`src/rtl/enc_mix_pkg.sv`:
```
// Shared types and level arithmetic for the encoder colour mixer.
// Optional fast-turn acceleration is enabled with `define ENC_MIX_ACCEL_EN.
package enc_mix_pkg;

  typedef enum logic [1:0] {STEP_NONE, STEP_UP, STEP_DN} step_e;

  localparam int ACCEL_STEP = 4;
  localparam int MAXW       = 16;

  // Returns {sat, new_level}. max_lvl must be 2**WIDTH-1, so it doubles as the wrap mask.
  function automatic logic [MAXW:0] sat_add(input logic [MAXW-1:0] level,
                                            input logic [MAXW-1:0] step,
                                            input logic [MAXW-1:0] max_lvl,
                                            input logic            up,
                                            input logic            wrap);
    logic [MAXW:0]   ext;
    logic            sat;
    logic [MAXW-1:0] nl;
    sat = 1'b0;
    nl  = level;
    if (up) ext = {1'b0, level} + {1'b0, step};
    else    ext = {1'b0, level} - {1'b0, step};
    if (wrap) begin
      nl = ext[MAXW-1:0] & max_lvl;
    end else if (up) begin
      if (level == max_lvl)              sat = 1'b1;
      else if (ext > {1'b0, max_lvl})    nl  = max_lvl;
      else                               nl  = ext[MAXW-1:0];
    end else begin
      if (level == '0)                   sat = 1'b1;
      else if (ext[MAXW])                nl  = '0;
      else                               nl  = ext[MAXW-1:0];
    end
    return {sat, nl};
  endfunction

endpackage

```
`src/rtl/enc_color_mixer_div.sv`:
```
// Detent divider: accumulates cw/ccw pulses and reports a step when a full detent completes.
// Unaffected by ENC_MIX_ACCEL_EN.
module enc_detent_div
  import enc_mix_pkg::*;
#(
  parameter int DETENT = 4
) (
  input  logic  clk,
  input  logic  reset_n,
  input  logic  cw_i,
  input  logic  ccw_i,
  input  logic  clr_i,
  output step_e step_o
);

  localparam int                    AW  = $clog2(DETENT + 1) + 1;
  localparam logic signed [AW-1:0]  LIM = AW'(DETENT - 1);

  logic signed [AW-1:0] acc_q, acc_d;

  always_comb begin
    acc_d  = acc_q;
    step_o = STEP_NONE;
    if (cw_i && !ccw_i) begin
      if (acc_q == LIM) begin
        step_o = STEP_UP;
        acc_d  = '0;
      end else begin
        acc_d = acc_q + AW'(1);
      end
    end else if (ccw_i && !cw_i) begin
      if (acc_q == -LIM) begin
        step_o = STEP_DN;
        acc_d  = '0;
      end else begin
        acc_d = acc_q - AW'(1);
      end
    end
    // A completed detent still reports its step; only the partial count is dropped.
    if (clr_i) acc_d = '0;
  end

  always_ff @(posedge clk) begin
    if (!reset_n) acc_q <= '0;
    else          acc_q <= acc_d;
  end

endmodule

```
`src/rtl/enc_color_mixer.sv`:
```
// Encoder-driven N-channel brightness mixer: channel select, level registers, step/sat strobes.
// `define ENC_MIX_ACCEL_EN adds a fast-turn step of ACCEL_STEP within ACCEL_WIN cycles.
module enc_color_mixer
  import enc_mix_pkg::*;
#(
  parameter int NCH       = 3,
  parameter int WIDTH     = 4,
  parameter int DETENT    = 4,
  parameter int WRAP      = 0,
  parameter int ACCEL_WIN = 64
) (
  input  logic                      clk,
  input  logic                      reset_n,
  input  logic                      cw_i,
  input  logic                      ccw_i,
  input  logic                      sel_i,
  output logic [NCH*WIDTH-1:0]      level_o,
  output logic [$clog2(NCH)-1:0]    ch_sel_o,
  output logic                      step_pulse_o,
  output logic                      sat_o
);

  localparam int              CW      = $clog2(NCH);
  localparam logic [MAXW-1:0] MAX_LVL = MAXW'((1 << WIDTH) - 1);

  logic [WIDTH-1:0] level_q [NCH];
  logic [CW-1:0]    ch_sel_q;
  logic             step_pulse_q;
  logic             sat_q;
  step_e            step;
  logic [MAXW-1:0]  step_amt;
  logic [MAXW-1:0]  cur_lvl;
  logic [MAXW:0]    add_res;

  enc_detent_div #(.DETENT(DETENT)) u_div (
    .clk     (clk),
    .reset_n (reset_n),
    .cw_i    (cw_i),
    .ccw_i   (ccw_i),
    .clr_i   (sel_i),
    .step_o  (step)
  );

`ifdef ENC_MIX_ACCEL_EN
  localparam int TW = $clog2(ACCEL_WIN + 1);
  logic [TW-1:0] since_q;

  // Starts saturated so the first detent after reset is never accelerated.
  always_ff @(posedge clk) begin
    if (!reset_n)                          since_q <= TW'(ACCEL_WIN);
    else if (step != STEP_NONE || sel_i)   since_q <= '0;
    else if (since_q != TW'(ACCEL_WIN))    since_q <= since_q + 1'b1;
  end

  assign step_amt = (since_q < TW'(ACCEL_WIN)) ? MAXW'(ACCEL_STEP) : MAXW'(1);
`else
  assign step_amt = MAXW'(1);
`endif

  assign cur_lvl = MAXW'(level_q[ch_sel_q]);
  assign add_res = sat_add(cur_lvl, step_amt, MAX_LVL, step == STEP_UP, WRAP != 0);

  always_ff @(posedge clk) begin
    if (!reset_n) begin
      for (int k = 0; k < NCH; k++) level_q[k] <= '0;
      ch_sel_q     <= '0;
      step_pulse_q <= 1'b0;
      sat_q        <= 1'b0;
    end else begin
      step_pulse_q <= 1'b0;
      sat_q        <= 1'b0;
      if (step != STEP_NONE) begin
        if (add_res[MAXW]) begin
          sat_q <= 1'b1;
        end else begin
          step_pulse_q        <= 1'b1;
          level_q[ch_sel_q]   <= add_res[WIDTH-1:0];
        end
      end
      if (sel_i) ch_sel_q <= (ch_sel_q == CW'(NCH - 1)) ? '0 : ch_sel_q + 1'b1;
    end
  end

  for (genvar k = 0; k < NCH; k++) begin : g_lvl
    assign level_o[k*WIDTH +: WIDTH] = level_q[k];
  end

  assign ch_sel_o     = ch_sel_q;
  assign step_pulse_o = step_pulse_q;
  assign sat_o        = sat_q;

endmodule
```
`config.mk`:
```
export PLATFORM = sky130hd
export DESIGN_NAME = enc_color_mixer
export DESIGN_NICKNAME = d
export VERILOG_FILES = /design/src/rtl/enc_mix_pkg.sv /design/src/rtl/enc_color_mixer_div.sv /design/src/rtl/enc_color_mixer.sv
export SDC_FILE = /design/constraint.sdc
export NUM_CORES = 1
export LEC_CHECK = 0
export CAP_MARGIN = 20
export CORE_AREA = 2 2 83 53
export DETAILED_ROUTE_END_ITERATION = 8
export DIE_AREA = 0 0 85 55
export GPL_ROUTABILITY_DRIVEN = 0
export MAX_ROUTING_LAYER = met4
export SYNTH_ARGS = -nofsm -noshare
export SYNTH_HDL_FRONTEND = slang
export SYNTH_SLANG_ARGS = --single-unit
```
`constraint.sdc`:
```
create_clock -name clk -period 6.31 [get_ports clk]
set_input_delay 0.631 -clock clk [delete_from_list [all_inputs] [get_ports clk]]
set_output_delay 0.631 -clock clk [all_outputs]
set_load 0.02 [all_outputs]
```
==> metrics.txt <==
cell chosen for the clock root sky130_fd_sc_hd__clkbuf_8; final critical path time including I/O delays and setup 2.83 ns; number of design rule violations left after detail routing 0; data arrival time of the worst path 2.81 ns; CTS Hold Bufs 0; Slew Viols, Final 0; per-cell via count in the routed design 5.33; maximum frequency from static timing analysis 353 MHz; total grt overflow 0; number of synthesized register bits 26; Pwr per Cell Area 231 nW/µm²; remaining max-slew budget at the tightest pin 0.669; Port-buffer cells 20; area growth from synthesis to final layout 20.0%; actual slew at the worst max-slew pin 0.496 ns; Fin Setup TNS 0 ns; Final setup viols 0; layout cells sized above 1 0.101; maximum number of pins on one net before global-route repair 16; required arrival time at the worst endpoint 6.29 ns; commonest non-fill, non-tap cells in the layout sky130_fd_sc_hd__nor2_1, sky130_fd_sc_hd__clkdlybuf4s50_1, sky130_fd_sc_hd__edfxtp_1; CTS buffer count 3; die boundary width 85 µm; number of post-CTS setup repair buffers 0; Resized Gates After CTS 0; Worst Setup EP level_q[2][1]$_SDFFCE_PN0P_; unrepaired setup endpoints after global routing no; Worst Setup SP cw_i; final HPWL from detailed placement 2580 µm; die span in y 55 µm; delay of the slowest cell on the worst path 0.49 ns; mean post-synth cell area 10.8 µm²; run status complete, no violations; wire per inst 15.4 µm; number of inserted filler cells in the final layout 368; Final Util 0.459; fraction of registers with async set or reset after synthesis 0; floorplan core area 3940 µm²; initial antenna violation count 0; number of distinct library cell variants in the gate-level netlist after synthesis 44; clock tree skew after final layout 0.00266 ns; leakage power summed over all cells 0.701 nW; instance count of the mapped netlist 139; path type of the worst setup path in2reg; end of the worst register-to-register path level_q[3][3]$_DFFE_PP_; list of cells traversed by the critical path clkdlybuf4s50_1, ha_1, and4bb_2, a21oi_1, nor2b_1, nand4b_1, nand2_1; Syn. warnings 0; Tot GR Track Use 0.152; net count of the mapped netlist 152; Starting Density 0.383; vias in the first global route 1042; number of top-level design ports 21; share of the yosys chip area belonging to registers 0.451; clock sink count 26; kind of start point of the critical path primary input; cell type group with the largest total delay on the critical path simple AND/OR/NAND/NOR gates; Longest Clk Path Bufs 2; count of flip-flops with a built-in enable after synthesis 16; iteration count of the initial detailed-routing pass 4; post-route clock period utilization 0.449; Levels on crit path 7; via count of the routed design 1113; Fin Hold WS 0.564 ns; net count reported at finish 173; clk_lat worst skew 0.27 ns; main flop type after synthesis sky130_fd_sc_hd__edfxtp_1; Placement Rows 18; Crit Path Max Fanout 12; Crit-path slowest cell sky130_fd_sc_hd__clkdlybuf4s50_1; H-tree levels 1; clock-pin slew on the worst setup and hold paths 0.09 ns; sum of buffers and inverters on the critical path 1; global-route wire length before repair 5180 µm; maximum vdd ir drop 144 µV; Total Wirelength 3220 µm; clock tree from TritonCTS built; element type at the critical path end flop; initial detailed-routing violation count 72; worst hold stages 2; final hold violation count 0; Max-Cap Viols 0; die area 4680 µm²; r2r setup slk 3.58 ns; antenna-violating nets left 0; number of cells on the worst reg-to-reg path 6; path category of the worst min-delay check reg2reg; cell area after synthesis 1510 µm²; number of antenna diodes 0
-- cells in the mapped netlist (3+ instances only) --
library cell	count	share of area
sky130_fd_sc_hd__nor2_1	20	0.050
sky130_fd_sc_hd__edfxtp_1	16	0.32
sky130_fd_sc_hd__a21oi_1	10	0.033
sky130_fd_sc_hd__dfxtp_1	10	0.13
sky130_fd_sc_hd__inv_1	10	0.025
sky130_fd_sc_hd__nand2_1	9	0.022
sky130_fd_sc_hd__ha_1	8	0.066
sky130_fd_sc_hd__nor2b_1	6	0.025
sky130_fd_sc_hd__nor3_1	4	0.013
sky130_fd_sc_hd__and3_1	3	0.012
sky130_fd_sc_hd__mux4_1	3	0.052
sky130_fd_sc_hd__o21ai_0	3	0.010
-- how the worst min path moves through the flow --
stage	startpoint	to	slack, ns
after floorplan	u_div.acc_q[2]$_SDFFE_PP0P_	u_div.acc_q[2]$_SDFFE_PP0P_	0.49
after global placement	u_div.acc_q[2]$_SDFFE_PP0P_	u_div.acc_q[2]$_SDFFE_PP0P_	0.53
after detailed placement	u_div.acc_q[3]$_SDFFE_PP0P_	u_div.acc_q[3]$_SDFFE_PP0P_	0.55
after CTS	u_div.acc_q[3]$_SDFFE_PP0P_	u_div.acc_q[3]$_SDFFE_PP0P_	0.56
after global routing	u_div.acc_q[3]$_SDFFE_PP0P_	u_div.acc_q[3]$_SDFFE_PP0P_	0.62
final	u_div.acc_q[3]$_SDFFE_PP0P_	u_div.acc_q[3]$_SDFFE_PP0P_	0.56
-- report_power, final --
group          internal (W)  switching (W)  leakage (nW)
Clock             0.0000849      0.0000535        0.0357
Sequential         0.000187     0.00000709         0.242
Combinational     0.0000366      0.0000490         0.424
Total              0.000308       0.000110         0.701
-- metrics by stage --
step / instance area (µm²) / std cells / setup slack [ns] / total power (W)
4_1_cts: 1810 / 209 / 3.47 / 0.000419
6_report: 1810 / 209 / 3.48 / 0.000418
3_3_place_gp: 1740 / 205 / 3.26 / 0.000281
3_5_place_dp: 1740 / 205 / 3.18 / 0.000282
5_1_grt: 1810 / 209 / 3.23 / 0.000437
2_1_floorplan: 1510 / 139 / 3.86 / 0.000259
-- cells by family (layout without fill, tap and decap cells) --
family,count (synthesis),in the layout,synth area share
mux,7,7,0.0905
fa+ha+maj,8,8,0.0664
flops,26,26,0.451
xor+xnor,1,1,0.00581
simple gates,62,62,0.237
compound gates,21,21,0.103
buf+inv,14,34,0.0465
-- final cells by class --
cell class / instances / area (µm²) / share of cell area
multi-input cells: 99 / 757 / 0.418
flip-flops and latches: 26 / 681 / 0.376
repair buffers: 20 / 200 / 0.111
well taps: 50 / 62.6 / 0.0346
clock buffers: 3 / 41.3 / 0.0228
inverters: 10 / 37.5 / 0.0207
clock inverters: 1 / 30.0 / 0.0166
-- state kept, by name, indices dropped and copies added, names as in the netlist, named ones only --
register / flops
ch_sel_o: 2
level_q: 16
sat_o: 1
step_pulse_o: 1
u_div.acc_q: 4
-- worst register-to-register path: stages, from the launching register on --
cell	delay (ns)
sky130_fd_sc_hd__dfxtp_1	0.44
sky130_fd_sc_hd__mux4_1	0.73
sky130_fd_sc_hd__ha_1	0.36
sky130_fd_sc_hd__and4_2	0.24
sky130_fd_sc_hd__a21oi_4	0.19
sky130_fd_sc_hd__and2_1	0.18
sky130_fd_sc_hd__and3_1	0.30
-- layer usage --
metal  vias up  wire length (µm)  part of all wire  global-route usage
met2        28              1400              0.44               0.234
met1       540              1630              0.51               0.214
li1        543                 -                 -                   -
met3         2               170             0.053              0.0312
met4         0                10            0.0031              0.0212
met5         -                 0                 0                   -
(Power assumes the default switching activity.)
